<file path="src/rtl/mem_access_pkg.sv">
// Shared constants, operation codes and state type for the MEM stage.
package mem_access_pkg;

    localparam logic RstEnable    = 1'b1;
    localparam logic WriteEnable  = 1'b1;
    localparam logic WriteDisable = 1'b0;
    localparam logic Stop         = 1'b1;
    localparam logic NoStop       = 1'b0;

    localparam int RegAddrBusW = 5;
    localparam int RegBusW     = 32;
    localparam int AluOpBusW   = 8;

    localparam logic [RegAddrBusW-1:0] NOPRegAddr = '0;
    localparam logic [RegBusW-1:0]     ZeroWord   = '0;

    localparam logic [AluOpBusW-1:0] EXE_LB_OP  = 8'hE0;
    localparam logic [AluOpBusW-1:0] EXE_LH_OP  = 8'hE1;
    localparam logic [AluOpBusW-1:0] EXE_LW_OP  = 8'hE3;
    localparam logic [AluOpBusW-1:0] EXE_LBU_OP = 8'hE4;
    localparam logic [AluOpBusW-1:0] EXE_LHU_OP = 8'hE5;
    localparam logic [AluOpBusW-1:0] EXE_SB_OP  = 8'hE8;
    localparam logic [AluOpBusW-1:0] EXE_SH_OP  = 8'hE9;
    localparam logic [AluOpBusW-1:0] EXE_SW_OP  = 8'hEB;

    typedef enum logic [1:0] {
        IDLE,
        WAIT,
        DONE
    } mem_state_e;

    function automatic logic is_load(input logic [AluOpBusW-1:0] op);
        return (op == EXE_LB_OP)  || (op == EXE_LH_OP)  || (op == EXE_LW_OP) ||
               (op == EXE_LBU_OP) || (op == EXE_LHU_OP);
    endfunction

    function automatic logic is_store(input logic [AluOpBusW-1:0] op);
        return (op == EXE_SB_OP) || (op == EXE_SH_OP) || (op == EXE_SW_OP);
    endfunction

endpackage

</file>
<file path="src/rtl/mem_access_if.sv">
// Data bus between the MEM stage and memory: request side plus single-cycle ack/rdata.
interface mem_access_if;
    import mem_access_pkg::*;

    logic               req;
    logic               we;
    logic [3:0]         sel;
    logic [RegBusW-1:0] addr;
    logic [RegBusW-1:0] wdata;
    logic               ack;
    logic [RegBusW-1:0] rdata;

    modport master (output req, we, sel, addr, wdata, input ack, rdata);
    modport slave  (input req, we, sel, addr, wdata, output ack, rdata);

endinterface

</file>
<file path="src/rtl/mem_access_lane_align.sv">
// Big-endian byte-lane steering: byte enables, replicated store data,
// extended load value and the misaligned-access flag.
module mem_lane_align
    import mem_access_pkg::*;
(
    input  logic [AluOpBusW-1:0] aluop,
    input  logic [1:0]           addr_lo,
    input  logic [RegBusW-1:0]   rdata,
    input  logic [RegBusW-1:0]   reg2,
    output logic [3:0]           sel,
    output logic [RegBusW-1:0]   store_data,
    output logic [RegBusW-1:0]   load_data,
    output logic                 misaligned
);

    logic [7:0]  byte_v;
    logic [3:0]  byte_sel;
    logic [15:0] half_v;
    logic [3:0]  half_sel;

    always_comb begin
        sel        = 4'b0000;
        store_data = ZeroWord;
        load_data  = ZeroWord;
        misaligned = 1'b0;
        byte_v     = rdata[31:24];
        byte_sel   = 4'b1000;
        half_v     = addr_lo[1] ? rdata[15:0] : rdata[31:16];
        half_sel   = addr_lo[1] ? 4'b0011 : 4'b1100;

        // Address 0 is the most significant lane.
        case (addr_lo)
            2'b00: begin byte_v = rdata[31:24]; byte_sel = 4'b1000; end
            2'b01: begin byte_v = rdata[23:16]; byte_sel = 4'b0100; end
            2'b10: begin byte_v = rdata[15:8];  byte_sel = 4'b0010; end
            default: begin byte_v = rdata[7:0]; byte_sel = 4'b0001; end
        endcase

        case (aluop)
            EXE_LB_OP: begin
                sel       = byte_sel;
                load_data = {{24{byte_v[7]}}, byte_v};
            end
            EXE_LBU_OP: begin
                sel       = byte_sel;
                load_data = {24'h000000, byte_v};
            end
            EXE_LH_OP: begin
                sel        = half_sel;
                load_data  = {{16{half_v[15]}}, half_v};
                misaligned = addr_lo[0];
            end
            EXE_LHU_OP: begin
                sel        = half_sel;
                load_data  = {16'h0000, half_v};
                misaligned = addr_lo[0];
            end
            EXE_LW_OP: begin
                sel        = 4'b1111;
                load_data  = rdata;
                misaligned = |addr_lo;
            end
            EXE_SB_OP: begin
                sel        = byte_sel;
                store_data = {4{reg2[7:0]}};
            end
            EXE_SH_OP: begin
                sel        = half_sel;
                store_data = {2{reg2[15:0]}};
                misaligned = addr_lo[0];
            end
            EXE_SW_OP: begin
                sel        = 4'b1111;
                store_data = reg2;
                misaligned = |addr_lo;
            end
            default: begin
                sel = 4'b0000;
            end
        endcase
    end

endmodule

</file>
<file path="src/rtl/mem_access.sv">
// MEM pipeline stage: issues loads/stores on the data bus, stalls until ack,
// then presents the aligned result to mem_wb.
module mem_access
    import mem_access_pkg::*;
(
    input  logic                   clk,
    input  logic                   rst,
    input  logic [RegAddrBusW-1:0] mem_wd,
    input  logic                   mem_wreg,
    input  logic [RegBusW-1:0]     mem_wdata,
    input  logic [AluOpBusW-1:0]   mem_aluop,
    input  logic [RegBusW-1:0]     mem_addr,
    input  logic [RegBusW-1:0]     mem_reg2,
    output logic [RegAddrBusW-1:0] wb_wd,
    output logic                   wb_wreg,
    output logic [RegBusW-1:0]     wb_wdata,
    output logic                   stallreq,
    output logic                   mem_excpt,
    mem_access_if.master           dbus
);

    mem_state_e         state_q;
    mem_state_e         state_d;
    logic [RegBusW-1:0] rdata_q;
    logic               capture;
    logic               issue;
    logic               mem_op;
    logic [3:0]         lane_sel;
    logic [RegBusW-1:0] store_data;
    logic [RegBusW-1:0] load_data;
    logic               misaligned;

    assign mem_op = is_load(mem_aluop) || is_store(mem_aluop);

    // Load extension works from the captured word so DONE is independent of the bus.
    mem_lane_align u_lane_align (
        .aluop      (mem_aluop),
        .addr_lo    (mem_addr[1:0]),
        .rdata      (rdata_q),
        .reg2       (mem_reg2),
        .sel        (lane_sel),
        .store_data (store_data),
        .load_data  (load_data),
        .misaligned (misaligned)
    );

    always_ff @(posedge clk) begin
        if (rst == RstEnable) begin
            state_q <= IDLE;
            rdata_q <= ZeroWord;
        end else begin
            state_q <= state_d;
            if (capture) begin
                rdata_q <= dbus.rdata;
            end
        end
    end

    always_comb begin
        state_d    = state_q;
        capture    = 1'b0;
        issue      = 1'b0;
        wb_wd      = mem_wd;
        wb_wreg    = mem_wreg;
        wb_wdata   = mem_wdata;
        stallreq   = NoStop;
        mem_excpt  = 1'b0;
        dbus.req   = 1'b0;
        dbus.we    = WriteDisable;
        dbus.sel   = 4'b0000;
        dbus.addr  = ZeroWord;
        dbus.wdata = ZeroWord;

        case (state_q)
            IDLE: begin
                if (mem_op) begin
                    if (misaligned) begin
                        mem_excpt = 1'b1;
                        wb_wreg   = WriteDisable;
                    end else begin
                        issue   = 1'b1;
                        capture = dbus.ack;
                        state_d = dbus.ack ? DONE : WAIT;
                    end
                end
            end
            WAIT: begin
                issue = 1'b1;
                if (dbus.ack) begin
                    capture = 1'b1;
                    state_d = DONE;
                end
            end
            DONE: begin
                state_d = IDLE;
                if (is_load(mem_aluop)) begin
                    wb_wdata = load_data;
                end
            end
            default: begin
                state_d = IDLE;
            end
        endcase

        // Inputs are held by ctrl during the stall, so the bus stays stable in WAIT.
        if (issue) begin
            stallreq  = Stop;
            wb_wreg   = WriteDisable;
            dbus.req  = 1'b1;
            dbus.we   = is_store(mem_aluop) ? WriteEnable : WriteDisable;
            dbus.sel  = lane_sel;
            dbus.addr = {mem_addr[31:2], 2'b00};
            if (is_store(mem_aluop)) begin
                dbus.wdata = store_data;
            end
        end

        if (rst == RstEnable) begin
            capture    = 1'b0;
            wb_wd      = NOPRegAddr;
            wb_wreg    = WriteDisable;
            wb_wdata   = ZeroWord;
            stallreq   = NoStop;
            mem_excpt  = 1'b0;
            dbus.req   = 1'b0;
            dbus.we    = WriteDisable;
            dbus.sel   = 4'b0000;
            dbus.addr  = ZeroWord;
            dbus.wdata = ZeroWord;
        end
    end

endmodule

</file>
<file path="src/flat_wrapper.sv">
// flat-port wrapper written by rule: the top's interface ports become plain ports
module mem_access_flat import mem_access_pkg::*;
  (clk, rst, mem_wd, mem_wreg, mem_wdata, mem_aluop, mem_addr, mem_reg2, wb_wd, wb_wreg, wb_wdata, stallreq, mem_excpt, dbus_req, dbus_we, dbus_sel, dbus_addr, dbus_wdata, dbus_ack, dbus_rdata);
  mem_access_if dbus_i ();
  input  logic clk;
  input  logic rst;
  input  logic [RegAddrBusW-1:0] mem_wd;
  input  logic mem_wreg;
  input  logic [RegBusW-1:0] mem_wdata;
  input  logic [AluOpBusW-1:0] mem_aluop;
  input  logic [RegBusW-1:0] mem_addr;
  input  logic [RegBusW-1:0] mem_reg2;
  output logic [RegAddrBusW-1:0] wb_wd;
  output logic wb_wreg;
  output logic [RegBusW-1:0] wb_wdata;
  output logic stallreq;
  output logic mem_excpt;
  output wire logic [$bits(dbus_i.req)-1:0] dbus_req;
  output wire logic [$bits(dbus_i.we)-1:0] dbus_we;
  output wire logic [$bits(dbus_i.sel)-1:0] dbus_sel;
  output wire logic [$bits(dbus_i.addr)-1:0] dbus_addr;
  output wire logic [$bits(dbus_i.wdata)-1:0] dbus_wdata;
  input wire logic [$bits(dbus_i.ack)-1:0] dbus_ack;
  input wire logic [$bits(dbus_i.rdata)-1:0] dbus_rdata;
  assign dbus_req = dbus_i.req;
  assign dbus_we = dbus_i.we;
  assign dbus_sel = dbus_i.sel;
  assign dbus_addr = dbus_i.addr;
  assign dbus_wdata = dbus_i.wdata;
  assign dbus_i.ack = dbus_ack;
  assign dbus_i.rdata = dbus_rdata;
  mem_access u_core (.clk(clk), .rst(rst), .mem_wd(mem_wd), .mem_wreg(mem_wreg), .mem_wdata(mem_wdata), .mem_aluop(mem_aluop), .mem_addr(mem_addr), .mem_reg2(mem_reg2), .wb_wd(wb_wd), .wb_wreg(wb_wreg), .wb_wdata(wb_wdata), .stallreq(stallreq), .mem_excpt(mem_excpt), .dbus(dbus_i));
endmodule
</file>
<file path="config.mk">
export PLATFORM = sky130hd
export DESIGN_NAME = mem_access_flat
export DESIGN_NICKNAME = d
export VERILOG_FILES = /design/src/rtl/mem_access_pkg.sv /design/src/rtl/mem_access_if.sv /design/src/rtl/mem_access_lane_align.sv /design/src/rtl/mem_access.sv /design/src/flat_wrapper.sv
export SDC_FILE = /design/constraint.sdc
export NUM_CORES = 1
export LEC_CHECK = 0
export ABC_AREA = 1
export CAP_MARGIN = 20
export CORE_MARGIN = 2
export CORE_UTILIZATION = 37
export DETAILED_ROUTE_END_ITERATION = 10
export GPL_ROUTABILITY_DRIVEN = 1
export GPL_TIMING_DRIVEN = 1
export PLACE_DENSITY = 0.92
export SYNTH_ARGS = -nofsm -noshare
export SYNTH_HDL_FRONTEND = slang
export SYNTH_SLANG_ARGS = --single-unit
</file>
<file path="constraint.sdc">
create_clock -name clk -period 6.1 [get_ports clk]
set_clock_uncertainty 0.05 [all_clocks]
set_input_delay 1.83 -clock clk [delete_from_list [all_inputs] [get_ports clk]]
set_output_delay 1.83 -clock clk [all_outputs]
set_load 0.01 [all_outputs]
</file>
==> metrics.txt <==
# TYPE chip_impl_metric gauge
chip_impl_metric{name="num-nets-final",unit=""} 1015
chip_impl_metric{name="vias_per_cell",unit=""} 5.135
chip_impl_info{name="violations_in_the_final_reports",value="setup timing"} 1
chip_impl_metric{name="sw_frac_of_total",unit="%"} 28.38
chip_impl_metric{name="die_height",unit="um"} 99.06
chip_impl_info{name="synth_top_cells_by_area",value="dfxtp_1, nand2_1, inv_1"} 1
chip_impl_metric{name="routed-via-count",unit=""} 5027
chip_impl_metric{name="drt_wirelength",unit="um"} 16680
chip_impl_metric{name="tightest_slew",unit="ns"} 0.6641
chip_impl_metric{name="fp.dieW",unit="um"} 99.06
chip_impl_info{name="tritoncts",value="yes"} 1
chip_impl_metric{name="grt_overflow",unit=""} 0
chip_impl_info{name="ys.flop_type",value="dfxtp_1"} 1
chip_impl_metric{name="htree_num_levels",unit=""} 2
chip_impl_metric{name="portBuffers",unit=""} 252
chip_impl_info{name="critical_path.reg2reg.startpoint",value="u_core.state_q[0]"} 1
chip_impl_metric{name="max_frequency",unit="MHz"} 163.9
chip_impl_metric{name="numPlacedInstances",unit=""} 960
chip_impl_metric{name="power.leakage",unit="nW"} 3.313
chip_impl_metric{name="synth.top_cell.area_share",unit="%"} 20.36
chip_impl_metric{name="netlist_area_pre_place",unit="mm^2"} 0.003343
chip_impl_metric{name="synthSimpleGateAreaFrac",unit="%"} 32.11
chip_impl_metric{name="number_of_cells_in_the_finished_layout_apart_from_fillers",unit=""} 979
chip_impl_metric{name="dp_worst_setup_slack",unit="ns"} -0.3279
chip_impl_metric{name="final_layout_size_suffix_gt1_share",unit="%"} 12.40
chip_impl_metric{name="period_minus_slack",unit="ns"} 6.103
chip_impl_metric{name="synth_edf_count",unit=""} 0
chip_impl_metric{name="power.share.combinational",unit="%"} 34.6
chip_impl_metric{name="pwr-share-seq",unit="%"} 36.6
chip_impl_info{name="synth_top_family_by_area",value="simple AND/OR/NAND/NOR gates"} 1
chip_impl_info{name="worst_setup_path_start_kind",value="primary input"} 1
chip_impl_metric{name="nFillCells",unit=""} 705
chip_impl_metric{name="yosysSeqAreaShare",unit="%"} 20.36
chip_impl_metric{name="design.portCount",unit=""} 255
chip_impl_metric{name="antennaDiodeCount",unit=""} 0
chip_impl_metric{name="synth_compound_gate_area_share",unit="%"} 29.75
chip_impl_info{name="synth_common_cells",value="nand2_1, inv_1, nor2_1"} 1
chip_impl_metric{name="cpPeakStageDelay",unit="ns"} 0.57
chip_impl_metric{name="initialDrtViolationCount",unit=""} 215
chip_impl_metric{name="power.internal",unit="mW"} 0.4432
chip_impl_metric{name="design.die.area",unit="mm^2"} 0.009812
chip_impl_metric{name="placement_rows",unit=""} 34
chip_impl_metric{name="cts_max_path_buffers",unit=""} 2
chip_impl_metric{name="irDropWorstVdd",unit="uV"} 103.9
chip_impl_metric{name="synth_fa_ha_area_share",unit="%"} 0
chip_impl_metric{name="post_synth_xor_area_fraction",unit="%"} 0
chip_impl_metric{name="clock_power_share",unit="%"} 28.8
chip_impl_metric{name="power.density_cell_area",unit="mW/mm^2"} 95.74
chip_impl_info{name="timing.hold.worst.start",value="u_core.rdata_q[24]"} 1
chip_impl_metric{name="fraction_of_synthesis_flops_using_an_asynchronous_set_or_reset_pin",unit="%"} 0
chip_impl_metric{name="worst-endpoint-required",unit="ns"} 4.22
chip_impl_metric{name="grt_use_total",unit="%"} 31.86
chip_impl_metric{name="cts_sinks",unit=""} 34
chip_impl_metric{name="power.switching",unit="mW"} 0.1756
chip_impl_info{name="worstSetupPathType",value="in2out"} 1
chip_impl_metric{name="synth_cells",unit=""} 595
chip_impl_metric{name="timing.final.hold_violations",unit=""} 0
chip_impl_metric{name="synth.distinct_cells",unit=""} 34
chip_impl_metric{name="yosys_register_bits",unit=""} 34
chip_impl_metric{name="worst_slew_margin",unit="%"} 55.62
chip_impl_info{name="yosys.area.top_type",value="dfxtp_1"} 1
chip_impl_metric{name="setup-violations-final",unit=""} 1
chip_impl_info{name="rsz0062_at_grt",value="yes"} 1
chip_impl_info{name="critical_path.slowest_cell",value="clkdlybuf4s50_1"} 1
chip_impl_metric{name="dpl.hpwl",unit="um"} 13210
chip_impl_metric{name="timing.final.crit_share",unit="%"} 100.0
chip_impl_info{name="cp-startpoint",value="mem_addr[0]"} 1
chip_impl_metric{name="rrSetupSlack",unit="ns"} 4.08
chip_impl_info{name="run_status",value="complete, but fails checks"} 1
chip_impl_info{name="path_cells",value="clkdlybuf4s50_1 -> nor2_1 -> inv_1 -> o2111ai_1 -> o21ai_0 -> nor2_1 -> buf_4 -> nor2_1 -> a21oi_1 -> clkdlybuf4s50_1"} 1
chip_impl_metric{name="initial_core_utilization",unit="%"} 38.34
chip_impl_metric{name="timing.setup.tns",unit="ns"} -0.002624
chip_impl_info{name="root_buffer",value="clkbuf_8"} 1
chip_impl_info{name="timing.hold.worst.class",value="reg2reg"} 1
chip_impl_metric{name="remaining_antenna_violation_count",unit=""} 0
chip_impl_metric{name="fin_total_pwr",unit="mW"} 0.6188
chip_impl_metric{name="syn-mean-instance-area",unit="um^2"} 5.619
chip_impl_info{name="critical_path.endpoint_type",value="output pin"} 1
chip_impl_info{name="post-synth-top-count-cell",value="nand2_1"} 1
chip_impl_metric{name="clk_pin_slew_worst_paths",unit="ns"} 0.08
chip_impl_info{name="cpMostUsedCell",value="nor2_1"} 1
chip_impl_metric{name="route.detailed.drc",unit=""} 0
chip_impl_metric{name="routabilityCongestion",unit=""} 0.9073
chip_impl_metric{name="post_drt_wl_per_cell",unit="um"} 17.03
chip_impl_metric{name="core_region_area",unit="mm^2"} 0.008721
chip_impl_metric{name="synth_mux_area_share",unit="%"} 0
chip_impl_metric{name="vias_in_the_first_global_route",unit=""} 4944
chip_impl_metric{name="drv.max_cap_violation_count",unit=""} 0
chip_impl_metric{name="worst_slack",unit="ns"} -0.002624
chip_impl_metric{name="clk-insertion-delay-late",unit="ns"} 0.29
chip_impl_metric{name="worst-endpoint-arrival",unit="ns"} 4.22
chip_impl_metric{name="grt_max_degree",unit=""} 41
chip_impl_metric{name="timing.final.max_slew_violations",unit=""} 0
chip_impl_metric{name="cts-hold-fix-buffers",unit=""} 0
chip_impl_metric{name="drt_pass1_iterations",unit=""} 7
chip_impl_metric{name="numCtsBuffers",unit=""} 5
chip_impl_metric{name="antenna_found_initial",unit=""} 0
chip_impl_metric{name="grt_pass1_wl",unit="um"} 25040
chip_impl_metric{name="relative_area_change_from_synthesis_to_final_layout",unit="%"} 93.34
chip_impl_metric{name="path_max_fanout",unit=""} 8
chip_impl_metric{name="synthesis.yosys.warnings",unit=""} 0
==> sequential cells by signal (all words and copies together), names as in the netlist <==
name and flops:
u_core.state_q 2, u_core.rdata_q 32
==> per-stage QoR <==
| step | hold slack (ns) | instance area (um^2) | utilization (%) |
|---|---|---|---|
| after CTS | 0.4481 | 6316 | 72.42 |
| after global placement | 0.4287 | 6138 | 70.39 |
| after floorplan | 0.4022 | 3347 | - |
| final | 0.4495 | 6464 | 74.12 |
| after global routing | 0.4750 | 6464 | 74.12 |
| after detailed placement | 0.4349 | 6138 | 70.39 |
==> layout by cell type, fill, tap and decap left out, types with 5 or more instances in the layout <==
| cell | instances |
|---|---|
| nand3_1 | 18 |
| a21oi_2 | 8 |
| buf_4 | 44 |
| nor2_4 | 8 |
| clkbuf_8 | 6 |
| o21ai_0 | 60 |
| buf_12 | 5 |
| clkdlybuf4s50_1 | 197 |
| a21oi_1 | 45 |
| inv_2 | 6 |
| o22ai_1 | 13 |
| inv_1 | 92 |
| dlymetal6s2s_1 | 31 |
| dlygate4sd2_1 | 23 |
| nor2_1 | 73 |
| o31ai_2 | 13 |
| dfxtp_1 | 34 |
| o31ai_1 | 5 |
| nand2_1 | 149 |
==> timing repair <==
item,4_1_cts,5_1_grt
gates cloned,1,0
gates resized for setup,44,35
setup buffers,3,7
pin swaps,10,0
endpoints found under the setup margin,88,85
==> metal layers <==
metal  GRT usage (%)  up-vias  wire, um
li1                -     2448         -
met1           35.61     2280      6293
met2           60.08      252      8639
met3           5.319       47      1131
met4           11.49        0       611
met5               0        -         0
==> final timing paths <==
path,to,depth (start not counted)
max,wb_wdata[13],10
min,u_core.rdata_q[24],2
max reg2reg,u_core.rdata_q[4],8
min reg2reg,u_core.rdata_q[24],2
==> power by group through the flow <==
stage | Sequential, mW | Clock [mW] | Combinational, mW
after floorplan | 0.231 | 0 | 0.0650
after global placement | 0.231 | 0 | 0.209
after detailed placement | 0.231 | 0 | 0.213
after CTS | 0.226 | 0.180 | 0.212
after global routing | 0.226 | 0.187 | 0.229
final | 0.226 | 0.178 | 0.214
==> cells by family (layout without fill, tap and decap cells) <==
group	count (synthesis)	after routing
buf+inv	136	411
other cells	1	2
compound gates	164	164
simple gates	260	260
flops	34	34
==> critical path: cells and delay by family <==
family                 cells  cell delay, ns
buffers and inverters      4            1.27
AOI/OAI and AO/OA          3            0.71
and+or+nand+nor            3            0.40
==> layout make-up <==
cell class | instances | area [um^2] | share of cell area, %
Timing Repair Buffer | 303 | 3019 | 46.71
Clock buffer | 6 | 82.58 | 1.278
Inverter | 99 | 379.1 | 5.865
Multi-Input combinational cell | 426 | 2151 | 33.28
Timing Repair inverter | 1 | 3.754 | 0.05807
Sequential cell | 34 | 680.7 | 10.53
Clock inverter | 2 | 12.51 | 0.1936
Tap cell | 108 | 135.1 | 2.091
(Power assumes the default switching activity.)
